`src/rtl/syzygy_adc_capture.sv`:
```
// rtl/syzygy_adc_capture.sv - triggered dual-channel ADC sample capture into a downstream FIFO
//
// Ports:
//   clk, reset            ADC data clock; synchronous active-high reset
//   adc_data_1/2          channel samples (offset binary); data_valid & rdy marks a usable pair
//   arm, abort            single-cycle start / cancel requests
//   trig_mode, trig_level trigger selection (0 immediate, 1 rising crossing on ch1), latched at arm
//   capture_len           number of sample slots per capture, latched at arm
//   fifo_full             downstream back-pressure; a slot hit while full is dropped and counted
//   fifo_wr_en, fifo_din  registered write strobe and {ch2, ch1} data
//   busy, done            ARMED/CAPTURE and DONE decodes of the state register
//   overflow              sticky drop flag for the current capture
//   sample_count          slots consumed in the current capture

module syzygy_adc_capture #(
  parameter int LEN_WIDTH = 16
) (
  input  logic                 clk,
  input  logic                 reset,
  input  logic [15:0]          adc_data_1,
  input  logic [15:0]          adc_data_2,
  input  logic                 data_valid,
  input  logic                 rdy,
  input  logic                 arm,
  input  logic                 abort,
  input  logic                 trig_mode,
  input  logic [15:0]          trig_level,
  input  logic [LEN_WIDTH-1:0] capture_len,
  input  logic                 fifo_full,
  output logic                 fifo_wr_en,
  output logic [31:0]          fifo_din,
  output logic                 busy,
  output logic                 done,
  output logic                 overflow,
  output logic [LEN_WIDTH-1:0] sample_count
);

  typedef enum logic [1:0] {
    ST_IDLE    = 2'd0,
    ST_ARMED   = 2'd1,
    ST_CAPTURE = 2'd2,
    ST_DONE    = 2'd3
  } state_t;

  state_t               state_q, state_d;
  logic                 mode_q, mode_d;
  logic [15:0]          level_q, level_d;
  logic [LEN_WIDTH-1:0] len_q, len_d;
  logic [15:0]          prev_q, prev_d;
  logic [LEN_WIDTH-1:0] count_q, count_d;
  logic                 overflow_q, overflow_d;
  logic                 wr_en_q, wr_en_d;
  logic [31:0]          din_q, din_d;

  logic                 sample_ok;
  logic                 trig_hit;
  logic                 slot;
  logic [LEN_WIDTH-1:0] count_inc;

  assign sample_ok = data_valid & rdy;
  // Slots are only taken while count_q < len_q, so this increment cannot wrap.
  assign count_inc = count_q + {{(LEN_WIDTH-1){1'b0}}, 1'b1};

  always_comb begin
    state_d    = state_q;
    mode_d     = mode_q;
    level_d    = level_q;
    len_d      = len_q;
    prev_d     = prev_q;
    count_d    = count_q;
    overflow_d = overflow_q;
    wr_en_d    = 1'b0;
    din_d      = din_q;
    trig_hit   = 1'b0;
    slot       = 1'b0;

    if (abort) begin
      // Abort beats everything else on this edge, including a pending slot.
      state_d = ST_IDLE;
    end else begin
      case (state_q)
        ST_IDLE, ST_DONE: begin
          if (arm) begin
            mode_d     = trig_mode;
            level_d    = trig_level;
            len_d      = capture_len;
            count_d    = '0;
            overflow_d = 1'b0;
            // All-ones history means the first sample after arm can never
            // satisfy prev < level, so a level trigger needs a real crossing.
            prev_d     = 16'hFFFF;
            state_d    = ST_ARMED;
          end
        end
        ST_ARMED: begin
          if (len_q == '0) begin
            state_d = ST_DONE;
          end else if (sample_ok) begin
            prev_d   = adc_data_1;
            trig_hit = !mode_q || ((prev_q < level_q) && (adc_data_1 >= level_q));
            slot     = trig_hit;
          end
        end
        ST_CAPTURE: begin
          slot = sample_ok;
        end
        default: begin
          state_d = ST_IDLE;
        end
      endcase

      if (slot) begin
        count_d = count_inc;
        if (fifo_full) begin
          overflow_d = 1'b1;
        end else begin
          wr_en_d = 1'b1;
          din_d   = {adc_data_2, adc_data_1};
        end
        state_d = (count_inc == len_q) ? ST_DONE : ST_CAPTURE;
      end
    end
  end

  always_ff @(posedge clk) begin
    if (reset) begin
      state_q    <= ST_IDLE;
      mode_q     <= 1'b0;
      level_q    <= 16'h0000;
      len_q      <= '0;
      prev_q     <= 16'hFFFF;
      count_q    <= '0;
      overflow_q <= 1'b0;
      wr_en_q    <= 1'b0;
      din_q      <= 32'h0000_0000;
    end else begin
      state_q    <= state_d;
      mode_q     <= mode_d;
      level_q    <= level_d;
      len_q      <= len_d;
      prev_q     <= prev_d;
      count_q    <= count_d;
      overflow_q <= overflow_d;
      wr_en_q    <= wr_en_d;
      din_q      <= din_d;
    end
  end

  assign fifo_wr_en   = wr_en_q;
  assign fifo_din     = din_q;
  assign busy         = (state_q == ST_ARMED) || (state_q == ST_CAPTURE);
  assign done         = (state_q == ST_DONE);
  assign overflow     = overflow_q;
  assign sample_count = count_q;

endmodule

```
`config.mk`:
```
export PLATFORM = sky130hd
export DESIGN_NAME = syzygy_adc_capture
export DESIGN_NICKNAME = d
export VERILOG_FILES = /design/src/rtl/syzygy_adc_capture.sv
export SDC_FILE = /design/constraint.sdc
export NUM_CORES = 1
export LEC_CHECK = 0
export ABC_AREA = 1
export BUFFER_PORTS_ARGS = -buffer_cell sky130_fd_sc_hd__buf_2
export CAP_MARGIN = 20
export CORE_MARGIN = 4
export CORE_UTILIZATION = 58
export CTS_CLUSTER_DIAMETER = 200
export DETAILED_ROUTE_END_ITERATION = 7
export GPL_ROUTABILITY_DRIVEN = 0
export PLACE_DENSITY_LB_ADDON = 0.1
export SYNTH_ARGS = -nofsm -noshare
export SYNTH_HDL_FRONTEND = slang
export SYNTH_SLANG_ARGS = --single-unit
```
`constraint.sdc`:
```
create_clock -name clk -period 2.87 [get_ports clk]
set_input_delay 0 -clock clk [delete_from_list [all_inputs] [get_ports clk]]
set_output_delay 0 -clock clk [all_outputs]
set_load 0.02 [all_outputs]
```
==> qor.yml <==
outcome:
  outcome: "finished clean"
synthesis:
  async_reset_ff_share_pct: 0
  syn_area_sq_um: 5130
  syn-num-nets: 815
  ys_ff_latch: 101
  syn_inst: 708
  syn_area_per_cell_sq_um: 7.25
  synth_top_family_by_area: "simple AND/OR/NAND/NOR gates"
  synth_fa_ha_area_share_pct: 8.53
  synthXorXnorAreaFrac_pct: 2.41
  synth_compound_area_share_pct: 17.1
  synthMuxAreaShare_pct: 0
  yosysSeqAreaShare_pct: 39.4
  synth-main-ff-cell: "dfxtp_1"
  synth-edff-count: 0
  yosys_warnings: 0
  synth_simple_gate_area_share_pct: 24.7
  yosys.cell_types.count: 30
detailed_routing:
  via_per_inst: 5.55
  drt_iter0_drc: 269
  top_layer_used: "met4"
  route.met2.wl_um: 7840
  wl_met1_um: 6330
  dr.pass1.iters: 5
  drc: 0
  vias: 5534
  ant_nets: 0
  routed-wl-met3_um: 970
  wl_per_cell_um: 15.7
  routed_wl_um: 15600
setup_path:
  cp-start-kind: "flop"
  worst-path-max-fanout: 34
  critPathRequiredTime_ns: 3.17
  crit_type: "reg -> reg"
  crit-reg2reg-launch: "level_q[15]"
  r2r-end: "fifo_din[3]"
  reg2reg_depth: 12
  arrival_ns: 2.92
  endpoint_kind: "flop"
  r2r_slack_ns: 0.25
finish:
  antenna_cells: 0
  final_common_cell: "nand2_1"
  fillCellCount: 674
  final_nets: 992
  layout-drive-gt1-share_pct: 17.8
  area_growth_pct: 30.7
  mostFrequentLayoutCells: "nand2_1 (141), buf_2 (123), a21oi_1 (108), dfxtp_1 (101), nand3_1 (74)"
power:
  totalPowerFinal_mw: 3.08
  powerDensity_nw_per_um2: 459
  power.leakage_nw: 2.99
  vdd_drop_max_uv: 321
clocking:
  clk-insertion-delay-late_ns: 0.37
  cts.sinks: 101
  cts_tree: "yes"
  ctsLongestPathBuffers: 2
  numCtsBuffers: 9
  path_clk_slew_ns: 0.11
  root_buffer: "clkbuf_8"
  htree_levels: 3
  postCtsSetupBuffers: 0
timing:
  final_max_slew_viol_count: 0
  setup_viol: 0
  worst-slew-pin-transition_ns: 0.976
  fmax_ghz: 0.381
  setup-tns-final_ns: 0
  skew_ns: 0.0148
  period_share_pct: 91.4
  rsz0062_at_grt: "no"
  slew_headroom_pct: 34.9
  post-route-min-period_ns: 2.62
  hold_violations: 0
worst_hold_path:
  hold_depth: 5
  hold_path_end: "sample_count[1]"
  hp-start: "data_valid"
  hold_path_class: "in -> reg"
floorplanning:
  die_h_um: 102
  initial_utilization_pct: 59.1
  core_region_area_sq_um: 8680
  top_level_ports: 124
  dieWidth_um: 102
  rows: 34
  die-area_sq_um: 10400
placed_design:
  numPortBuffers: 123
  dpl.hpwl_um: 10000
grt:
  grt_overflow: 0
  grt_max_degree: 79
  grt_antenna_before_repair: 0
  grt_pass1_vias: 5399
  track_usage_pct: 30.0
  grt_pass1_wl_um: 24900
job:
  maxCapViolations: 0
[power by group]
group / switching (mW) / leakage [nW] / internal, mW
registers: 0.0369 / 0.823 / 1.47
clock network: 0.528 / 0.105 / 0.441
logic: 0.345 / 2.06 / 0.259
total: 0.910 / 2.99 / 2.17
[synth_stat cells (2+ instances only)]
master    count  share of area, %
nand2_1     141                10
a21oi_1     108                11
dfxtp_1     101                39
nand3_1      74               7.2
inv_1        65               4.8
o21ai_0      54               5.3
nor2_1       43               3.1
ha_1         35               8.5
clkbuf_1     24               1.8
nand4_1      21               2.6
xor2_1        7               1.2
buf_2         6              0.59
buf_4         3              0.44
nand3b_1      3              0.44
nor3_1        3              0.29
clkinv_1      2              0.15
o21bai_1      2              0.29
or2_2         2              0.24
xnor2_1       2              0.34
xnor3_1       2              0.88
[worst max path at each step]
stage | startpoint | end | slack (ns) | cells after the start
finish | level_q[15] | fifo_din[3] | 0.25 | 12
global route | level_q[5] | fifo_din[31] | 0.07 | 14
CTS | state_q[0] | level_q[5] | 0.22 | 7
detailed placement | state_q[0] | level_q[5] | 0.23 | 7
global placement | state_q[0] | level_q[5] | 0.31 | 7
floorplan | state_q[0] | len_q[12] | 0.94 | 8
[layer usage]
metal	GRT usage, %	vias up
li1	-	2720
met1	35.7	2555
met2	53.7	213
met3	5.46	46
met4	11.0	0
met5	0	-
[cell type report]
cell class	instances	area, sq um	area share [%]
repair buffers	200	1370	20.5
multi-input cells	505	2710	40.4
clock buffers	10	138	2.05
clock inverters	6	75.1	1.12
well taps	108	135	2.01
flip-flops and latches	101	2020	30.1
inverters	68	255	3.80
[flip-flops by register name, indices dropped and copies added (netlist names)]
signal        count
level_q          16
overflow          1
mode_q            1
state_q           2
fifo_din         32
sample_count     16
len_q            16
prev_q           16
fifo_wr_en        1
[per-stage QoR]
stage / utilization (%) / instance area (sq um) / worst slack, ns / instances / hold slack [ns]
after floorplan: - / 5130 / 0.935 / 708 / 0.135
after global placement: 66.9 / 5810 / 0.306 / 914 / 0.220
after detailed placement: 66.9 / 5810 / 0.234 / 914 / 0.230
after CTS: 77.1 / 6690 / 0.217 / 997 / 0.131
after global routing: 77.3 / 6710 / 0.0661 / 998 / 0.165
final: 77.3 / 6710 / 0.247 / 998 / 0.134
[cell families (layout without fill, tap and decap cells)]
kind of cell | Yosys count | count (layout)
xor+xnor | 11 | 11
fa+ha+maj | 35 | 35
simple gates | 290 | 290
buf+inv | 102 | 284
flops | 101 | 101
compound gates | 169 | 169
[critical path, stage by stage, from the launching register on]
cell,delay [ns]
dfxtp_1,0.32
inv_1,0.06
ha_1,0.34
a21oi_1,0.22
o21ai_0,0.17
nor2_1,0.13
nand3_1,0.10
nand2_1,0.08
buf_4,0.23
nand2_2,0.09
inv_2,0.45
nand3_1,0.17
a21oi_1,0.19
[timing repair]
item	CTS	global route
hold buffers	67	0
gates resized for setup	0	0
endpoints found under the hold margin	83	0
Power figures use the tool's default switching activity.
